`config.mk`:
```
export PLATFORM = sky130hd
export DESIGN_NAME = int_to_fp_conv_flat
export DESIGN_NICKNAME = d
export VERILOG_FILES = /design/src/rtl/fp_cfg_pkg.sv /design/src/rtl/int_to_fp_conv_if.sv /design/src/rtl/fp_round_rne.sv /design/src/rtl/int_to_fp_conv.sv /design/src/flat_wrapper.sv
export SDC_FILE = /design/constraint.sdc
export NUM_CORES = 1
export LEC_CHECK = 0
export ABC_AREA = 1
export BUFFER_PORTS_ARGS = -buffer_cell sky130_fd_sc_hd__buf_2
export CAP_MARGIN = 0
export CORE_ASPECT_RATIO = 2
export CORE_MARGIN = 4
export CORE_UTILIZATION = 63
export DETAILED_ROUTE_END_ITERATION = 6
export PLACE_DENSITY = 0.9
export REMOVE_ABC_BUFFERS = 1
export SYNTH_ARGS = -nofsm -noshare
export SYNTH_HDL_FRONTEND = slang
export SYNTH_HIERARCHICAL = 1
export SYNTH_SLANG_ARGS = --single-unit
```
`constraint.sdc`:
```
create_clock -name clk -period 3.8 [get_ports clk]
set_clock_uncertainty 0.2 [all_clocks]
set_input_delay 0.38 -clock clk [delete_from_list [all_inputs] [get_ports clk]]
set_output_delay 0.38 -clock clk [all_outputs]
set_load 0.01 [all_outputs]
```
`src/rtl/fp_cfg_pkg.sv`:
```
// Shared floating-point configuration: standard format widths, the exponent
// bias helper and the converter state encoding.
package fp_cfg_pkg;

    localparam int unsigned FP32_EXP_W = 8;
    localparam int unsigned FP32_MAN_W = 23;
    localparam int unsigned FP16_EXP_W = 5;
    localparam int unsigned FP16_MAN_W = 10;

    typedef enum logic [1:0] {
        IDLE  = 2'd0,
        NORM  = 2'd1,
        ROUND = 2'd2,
        DONE  = 2'd3
    } conv_state_t;

    // Exponent bias for an exp_w-bit exponent field: 2^(exp_w-1)-1.
    function automatic int unsigned fp_bias(input int unsigned exp_w);
        return (32'd1 << (exp_w - 32'd1)) - 32'd1;
    endfunction

endpackage

```
`src/rtl/int_to_fp_conv_if.sv`:
```
// Handshake bundle for int_to_fp_conv.
//   in_valid/in_ready/in_data/in_signed    : integer operand channel
//   out_valid/out_ready/out_data           : {sign, exponent, mantissa} result channel
//   out_inexact/out_overflow               : result flags, qualified by out_valid
// master = producer/consumer side, slave = converter side.
interface int_to_fp_conv_if #(
    parameter int unsigned INT_W = 32,
    parameter int unsigned EXP_W = fp_cfg_pkg::FP32_EXP_W,
    parameter int unsigned MAN_W = fp_cfg_pkg::FP32_MAN_W
);
    logic                   in_valid;
    logic                   in_ready;
    logic [INT_W-1:0]       in_data;
    logic                   in_signed;
    logic                   out_valid;
    logic                   out_ready;
    logic [EXP_W+MAN_W:0]   out_data;
    logic                   out_inexact;
    logic                   out_overflow;

    modport master (
        output in_valid, in_data, in_signed, out_ready,
        input  in_ready, out_valid, out_data, out_inexact, out_overflow
    );

    modport slave (
        input  in_valid, in_data, in_signed, out_ready,
        output in_ready, out_valid, out_data, out_inexact, out_overflow
    );
endinterface

```
`src/rtl/fp_round_rne.sv`:
```
// Combinational round-to-nearest-even on a normalised mantissa.
//   man/guard/sticky/exp : truncated mantissa (no hidden bit), guard bit,
//                          OR of the bits below guard, biased exponent
//   rnd_man_c/rnd_exp_c  : rounded mantissa and exponent (infinity on overflow)
//   inexact_c/overflow_c : discarded bits nonzero / exponent reached all-ones
module fp_round_rne #(
    parameter int unsigned EXP_W = 8,
    parameter int unsigned MAN_W = 23
) (
    input  logic [MAN_W-1:0] man,
    input  logic             guard,
    input  logic             sticky,
    input  logic [EXP_W-1:0] exp,
    output logic [MAN_W-1:0] rnd_man_c,
    output logic [EXP_W-1:0] rnd_exp_c,
    output logic             inexact_c,
    output logic             overflow_c
);
    logic             round_up;
    logic [MAN_W:0]   man_sum;
    logic [EXP_W-1:0] exp_sum;

    // Increment on carry-out leaves the low MAN_W bits zero, which is exactly
    // the renormalised mantissa, so only the exponent needs adjusting.
    always_comb begin
        round_up   = guard & (sticky | man[0]);
        man_sum    = {1'b0, man} + (MAN_W+1)'(round_up);
        exp_sum    = exp + EXP_W'(man_sum[MAN_W]);
        rnd_man_c  = man_sum[MAN_W-1:0];
        rnd_exp_c  = exp_sum;
        inexact_c  = guard | sticky;
        overflow_c = 1'b0;
        if (&exp_sum) begin
            rnd_man_c  = '0;
            overflow_c = 1'b1;
        end
    end
endmodule

```
`src/rtl/int_to_fp_conv.sv`:
```
// Multi-cycle integer to floating-point converter with RNE rounding.
//   clk, rst : clock and asynchronous active-high reset
//   bus      : int_to_fp_conv_if slave; accepts one operand in IDLE, normalises
//              one bit per cycle, rounds, then holds the result until taken.
module int_to_fp_conv
    import fp_cfg_pkg::*;
#(
    parameter int unsigned INT_W = 32,
    parameter int unsigned EXP_W = FP32_EXP_W,
    parameter int unsigned MAN_W = FP32_MAN_W
) (
    input  logic             clk,
    input  logic             rst,
    int_to_fp_conv_if.slave  bus
);
    localparam int unsigned BIAS    = fp_bias(EXP_W);
    localparam int unsigned EXP_MAX = (32'd1 << EXP_W) - 32'd1;
    localparam int unsigned OUT_W   = 1 + EXP_W + MAN_W;
    localparam int unsigned FRAC_W  = INT_W - 1;
    localparam int unsigned EXT_W   = FRAC_W + MAN_W + 2;

    // Largest input exponent must leave room below the all-ones code.
    if ((INT_W < 2) || (INT_W - 1 + BIAS > EXP_MAX - 1)) begin : g_bad_cfg
        $error("int_to_fp_conv: INT_W/EXP_W combination not representable");
    end

    conv_state_t        state, state_nxt;

    logic               sign_q, sign_d;
    logic [INT_W-1:0]   mag_q, mag_d;
    logic [EXP_W-1:0]   exp_q, exp_d;
    logic               in_ready_q, in_ready_d;
    logic               out_valid_q, out_valid_d;
    logic [OUT_W-1:0]   out_data_q, out_data_d;
    logic               inexact_q, inexact_d;
    logic               overflow_q, overflow_d;

    logic               in_xfer_c;
    logic               out_xfer_c;
    logic               in_sign_c;
    logic [INT_W-1:0]   in_mag_c;

    logic [EXT_W-1:0]   ext_c;
    logic [MAN_W-1:0]   man_c;
    logic               guard_c;
    logic               sticky_c;
    logic [MAN_W-1:0]   rnd_man_c;
    logic [EXP_W-1:0]   rnd_exp_c;
    logic               rnd_inexact_c;
    logic               rnd_overflow_c;

    // Handshakes and operand decode; negation of the most negative value
    // wraps to 2^(INT_W-1), which is the correct unsigned magnitude.
    always_comb begin
        in_xfer_c  = bus.in_valid && (state == IDLE);
        out_xfer_c = out_valid_q && bus.out_ready;
        in_sign_c  = bus.in_signed & bus.in_data[INT_W-1];
        in_mag_c   = in_sign_c ? (~bus.in_data + INT_W'(1)) : bus.in_data;
    end

    // Fraction bits below the leading one, right-padded so that mantissa,
    // guard and sticky always exist whatever INT_W is relative to MAN_W.
    always_comb begin
        ext_c    = {mag_q[INT_W-2:0], {(MAN_W+2){1'b0}}};
        man_c    = ext_c[EXT_W-1 -: MAN_W];
        guard_c  = ext_c[EXT_W-1-MAN_W];
        sticky_c = |ext_c[EXT_W-2-MAN_W:0];
    end

    fp_round_rne #(
        .EXP_W (EXP_W),
        .MAN_W (MAN_W)
    ) u_round (
        .man        (man_c),
        .guard      (guard_c),
        .sticky     (sticky_c),
        .exp        (exp_q),
        .rnd_man_c  (rnd_man_c),
        .rnd_exp_c  (rnd_exp_c),
        .inexact_c  (rnd_inexact_c),
        .overflow_c (rnd_overflow_c)
    );

    // State register.
    always_ff @(posedge clk or posedge rst) begin
        if (rst) begin
            state <= IDLE;
        end else begin
            state <= state_nxt;
        end
    end

    // Next-state logic.
    always_comb begin
        state_nxt = state;
        case (state)
            IDLE:    if (in_xfer_c) state_nxt = (in_mag_c == '0) ? DONE : NORM;
            NORM:    if (mag_q[INT_W-1]) state_nxt = ROUND;
            ROUND:   state_nxt = DONE;
            DONE:    if (out_xfer_c) state_nxt = IDLE;
            default: state_nxt = IDLE;
        endcase
    end

    // Output / datapath next values. out_valid trails entry into DONE by one
    // cycle so the result register is already settled when it is presented.
    always_comb begin
        sign_d      = sign_q;
        mag_d       = mag_q;
        exp_d       = exp_q;
        in_ready_d  = (state_nxt == IDLE);
        out_valid_d = out_valid_q;
        out_data_d  = out_data_q;
        inexact_d   = inexact_q;
        overflow_d  = overflow_q;
        case (state)
            IDLE: begin
                if (in_xfer_c) begin
                    sign_d     = in_sign_c;
                    mag_d      = in_mag_c;
                    exp_d      = EXP_W'(INT_W - 1 + BIAS);
                    out_data_d = '0;
                    inexact_d  = 1'b0;
                    overflow_d = 1'b0;
                end
            end
            NORM: begin
                if (!mag_q[INT_W-1]) begin
                    mag_d = mag_q << 1;
                    exp_d = exp_q - EXP_W'(1);
                end
            end
            ROUND: begin
                out_data_d = {sign_q, rnd_exp_c, rnd_man_c};
                inexact_d  = rnd_inexact_c;
                overflow_d = rnd_overflow_c;
            end
            DONE: begin
                out_valid_d = !out_xfer_c;
            end
            default: ;
        endcase
    end

    // Datapath and output registers.
    always_ff @(posedge clk or posedge rst) begin
        if (rst) begin
            sign_q      <= 1'b0;
            mag_q       <= '0;
            exp_q       <= '0;
            in_ready_q  <= 1'b1;
            out_valid_q <= 1'b0;
            out_data_q  <= '0;
            inexact_q   <= 1'b0;
            overflow_q  <= 1'b0;
        end else begin
            sign_q      <= sign_d;
            mag_q       <= mag_d;
            exp_q       <= exp_d;
            in_ready_q  <= in_ready_d;
            out_valid_q <= out_valid_d;
            out_data_q  <= out_data_d;
            inexact_q   <= inexact_d;
            overflow_q  <= overflow_d;
        end
    end

    assign bus.in_ready     = in_ready_q;
    assign bus.out_valid    = out_valid_q;
    assign bus.out_data     = out_data_q;
    assign bus.out_inexact  = inexact_q;
    assign bus.out_overflow = overflow_q;
endmodule
```
`src/flat_wrapper.sv`:
```
// flat-port wrapper written by rule: the top's interface ports become plain ports
module int_to_fp_conv_flat import fp_cfg_pkg::*;
#(
    parameter int unsigned INT_W = 32,
    parameter int unsigned EXP_W = FP32_EXP_W,
    parameter int unsigned MAN_W = FP32_MAN_W
)
  (clk, rst, bus_in_valid, bus_in_data, bus_in_signed, bus_out_ready, bus_in_ready, bus_out_valid, bus_out_data, bus_out_inexact, bus_out_overflow);
  int_to_fp_conv_if #(.INT_W(INT_W), .EXP_W(EXP_W), .MAN_W(MAN_W)) bus_i ();
  input  logic clk;
  input  logic rst;
  input wire logic [$bits(bus_i.in_valid)-1:0] bus_in_valid;
  input wire logic [$bits(bus_i.in_data)-1:0] bus_in_data;
  input wire logic [$bits(bus_i.in_signed)-1:0] bus_in_signed;
  input wire logic [$bits(bus_i.out_ready)-1:0] bus_out_ready;
  output wire logic [$bits(bus_i.in_ready)-1:0] bus_in_ready;
  output wire logic [$bits(bus_i.out_valid)-1:0] bus_out_valid;
  output wire logic [$bits(bus_i.out_data)-1:0] bus_out_data;
  output wire logic [$bits(bus_i.out_inexact)-1:0] bus_out_inexact;
  output wire logic [$bits(bus_i.out_overflow)-1:0] bus_out_overflow;
  assign bus_i.in_valid = bus_in_valid;
  assign bus_i.in_data = bus_in_data;
  assign bus_i.in_signed = bus_in_signed;
  assign bus_i.out_ready = bus_out_ready;
  assign bus_in_ready = bus_i.in_ready;
  assign bus_out_valid = bus_i.out_valid;
  assign bus_out_data = bus_i.out_data;
  assign bus_out_inexact = bus_i.out_inexact;
  assign bus_out_overflow = bus_i.out_overflow;
  int_to_fp_conv #(.INT_W(INT_W), .EXP_W(EXP_W), .MAN_W(MAN_W)) u_core (.clk(clk), .rst(rst), .bus(bus_i));
endmodule
```
==> impl_metrics.py <==
metrics = {
    "floorplanning": {
        "rows": 47,
        "start_util_pct": 65.5,
        "core_area_um2": 8350,
        "fp.dieW_um": 73.9,
        "ioPinCount": 73,
        "dieArea_um2": 10300,
        "fp.dieH_um": 140,
    },
    "timing": {
        "finalHoldViolCount": 0,
        "fin_tns_setup_ps": 0,
        "fin_crit_ps": 3360,
        "worst_pin_slew_ps": 1170,
        "fmax_ghz": 0.298,
        "slew_headroom_pct": 22.1,
        "setup_viol": 0,
        "finalMaxSlewViolations": 0,
        "rsz0062_at_grt": "false",
        "worst_slack_ps": 444,
        "fin_crit_sh_pct": 88.3,
    },
    "synthesis": {
        "syn_inst": 842,
        "synth_ff_type": "dfrtp_1",
        "synthTopCellsByCount": "nand2_1 (293), nand3_1 (141), nor2_1 (117)",
        "synth_area_leaders": "dfrtp_1 (36%), nand2_1 (20%), nand3_1 (13%)",
        "synth_top_area_share_pct": 35.7,
        "ys_ff_latch": 79,
        "synth_cell_types": 36,
        "synth_area_per_cell_um2": 6.50,
        "synth_top_cell_by_area": "dfrtp_1",
        "seq_area_frac_synth_pct": 36.2,
        "ys_warn_count": 6,
        "async_flop_share_pct": 100,
        "post-synth-top-count-cell": "nand2_1",
        "synth_area_um2": 5470,
        "synth-edff-count": 0,
    },
    "detailed_routing": {
        "postRouteAntennaNets": 0,
        "routed_wl_um": 15200,
        "drt_iter0_drc": 312,
        "drt-wirelength-per-cell_um": 15.1,
        "vias_per_cell": 5.69,
        "vias": 5721,
        "drc_errors": 0,
        "drt_pass1_iterations": 4,
    },
    "final_layout": {
        "diodes": 0,
        "drive_gt1_share_pct": 13.9,
        "area_growth_pct": 13.1,
        "utilization_pct": 74.1,
        "stdcell_area_um2": 6190,
        "num-nets-final": 945,
    },
    "power_and_ir_drop": {
        "combPwrFrac_pct": 40.1,
        "p_switching_mw": 1.74,
        "irDropWorstVdd_mv": 0.361,
        "power_density_nw_per_um2": 661,
        "clkPwrFrac_pct": 22.8,
        "p_seq_share_pct": 37.2,
        "cellLeakagePower_nw": 3.17,
        "swShare_pct": 42.5,
        "intPower_mw": 2.35,
    },
    "worst_setup_path": {
        "path_buf_inv": 2,
        "cp_top_family": "simple AND/OR/NAND/NOR gates",
        "crit_slowest_cell": "nor2_4",
        "path_cells": "nand2_1 > inv_1 > nand2_1 > inv_1 > nand4_1 > nor3_1 > ha_1 > ha_1 > nand3_1 > xnor2_2 > nand3_1 > nor2_4 > nor2_1 > nand3_1 > nand2_1",
        "crit_arrival_ps": 3370,
        "crit_fanout": 24,
        "startpoint_type": "register",
        "crit_path_max_incr_delay_ps": 500,
        "critical_path_required_ps": 3810,
        "r2r_setup_slack_ps": 440,
        "endpoint_kind": "register",
        "timing_worst_setup_path_type": "register to register",
    },
    "clock_tree": {
        "root_buffer": "clkbuf_16",
        "cts-htree-levels": 3,
        "cts_buffer_depth": 2,
        "cts_buffers": 9,
        "clock_sinks": 79,
        "clock_latency_ps": 340,
        "clk_pin_slew_ps": 60,
        "cts_resized": 0,
        "cts_tree": "yes",
    },
    "min_path": {
        "hold_class": "input port to register",
    },
    "grt": {
        "grt_pass1_wl_um": 25300,
        "antenna_found_initial": 0,
        "grt_usage_pct": 31.1,
        "grt_max_degree": 54,
        "grt-ovfl-total": 0,
        "grt_pass1_vias": 5578,
    },
    "run_status": {
        "outcome": "finished clean",
    },
    "place": {
        "place_area_um2": 5850,
        "gp_congestion": 0.978,
        "dp_hpwl_um": 11700,
        "dp_slack_ps": 530,
        "port-buffer-count": 72,
    },
    "job": {
        "maxCapViolCount": 0,
    },
}
==> layer usage <==
metal / share of wire [%] / GRT usage (%) / vias up
li1: - / - / 2819
met1: 36 / 33.0 / 2647
met2: 54 / 56.2 / 195
met3: 4.2 / 3.90 / 60
met4: 5.7 / 17.7 / 0
met5: 0 / 0 / -
==> worst register-to-register path: stages (launching register included) <==
cell and delay [ps]:
dfrtp_1 390, nand2_1 120, inv_1 130, nand2_1 110, inv_1 100, nand4_1 80
nor3_1 360, ha_1 260, ha_1 190, nand3_1 150, xnor2_2 190, nand3_1 140
nor2_4 500, nor2_1 120, nand3_1 120, nand2_1 70
==> worst paths after layout <==
check,start,end,depth (start not counted)
max reg2reg,u_core/mag_q[7],u_core/bus.out_data[22],15
max in group asynchronous,rst,u_core/bus.out_data[31],4
min in group asynchronous,rst,u_core/bus.out_data[4],3
min reg2reg,u_core/bus.out_data[14],u_core/bus.out_data[14],2
max,u_core/mag_q[7],u_core/bus.out_data[22],15
min,bus_in_data[1],u_core/mag_q[1],3
==> registers in the layout, summed over array words and instances (netlist names) <==
register / flops
u_core/bus.in_ready: 1
u_core/bus.out_data: 32
u_core/bus.out_inexact: 1
u_core/bus.out_overflow: 1
u_core/bus.out_valid: 1
u_core/exp_q: 8
u_core/mag_q: 32
u_core/sign_q: 1
u_core/state: 2
==> kinds of logic (layout without fill, tap and decap cells) <==
family | Yosys count | count (layout) | share of synthesized area (%)
compound gates | 48 | 48 | 5.58
xor+xnor | 21 | 21 | 3.50
buf+inv | 97 | 162 | 7.25
flops | 79 | 79 | 36.2
fa+ha+maj | 6 | 6 | 1.37
simple gates | 591 | 591 | 46.1
==> power by group through the flow <==
stage          clock (mW)  sequential (mW)  combinational [mW]
3_3_place_gp            0             1.50                1.56
5_1_grt             0.978             1.57                1.86
4_1_cts             0.944             1.52                1.64
3_5_place_dp            0             1.53                1.62
6_report            0.932             1.52                1.64
2_1_floorplan           0             1.53                1.06
==> repair_timing <==
item | 4_1_cts | 5_1_grt
hold endpoints to repair | 26 | 0
hold buffers | 1 | 0
setup buffers | 0 | 0
endpoints found under the setup margin | 0 | 0
==> placed cells by master, fill, tap and decap left out, types with 6 or more instances in the layout <==
cell type  netlist  routed
dfrtp_1         78      78
o211ai_1        11      11
nand4_1          7       7
ha_1             6       6
xnor2_1          9       9
nor2_1         117     117
nand2_2          8       9
xor2_1          11      11
inv_1           64      63
nand2_1        293     292
a21oi_1          7       7
buf_2            8      72
nand3_1        141     141
clkbuf_16        0       9
o21ai_0         18      18
nor2_2           9       9
==> area by class of cell <==
| type | count | area [µm²] |
|---|---|---|
| Sequential cell | 79 | 1980 |
| Tap cell | 98 | 123 |
| Multi-Input combinational cell | 666 | 3100 |
| Clock buffer | 9 | 225 |
| Clock inverter | 7 | 105 |
| Timing Repair Buffer | 77 | 400 |
| Fill cell | 709 | 2160 |
| Inverter | 69 | 259 |
==> metrics by stage <==
| step | total power, mW | hold WS (ps) | cells |
|---|---|---|---|
| floorplan | 2.59 | 254 | 814 |
| global placement | 3.06 | 238 | 988 |
| detailed placement | 3.14 | 254 | 988 |
| CTS | 4.10 | 196 | 1005 |
| global route | 4.41 | 241 | 1005 |
| finish | 4.09 | 208 | 1005 |
Power figures use the tool's default switching activity.
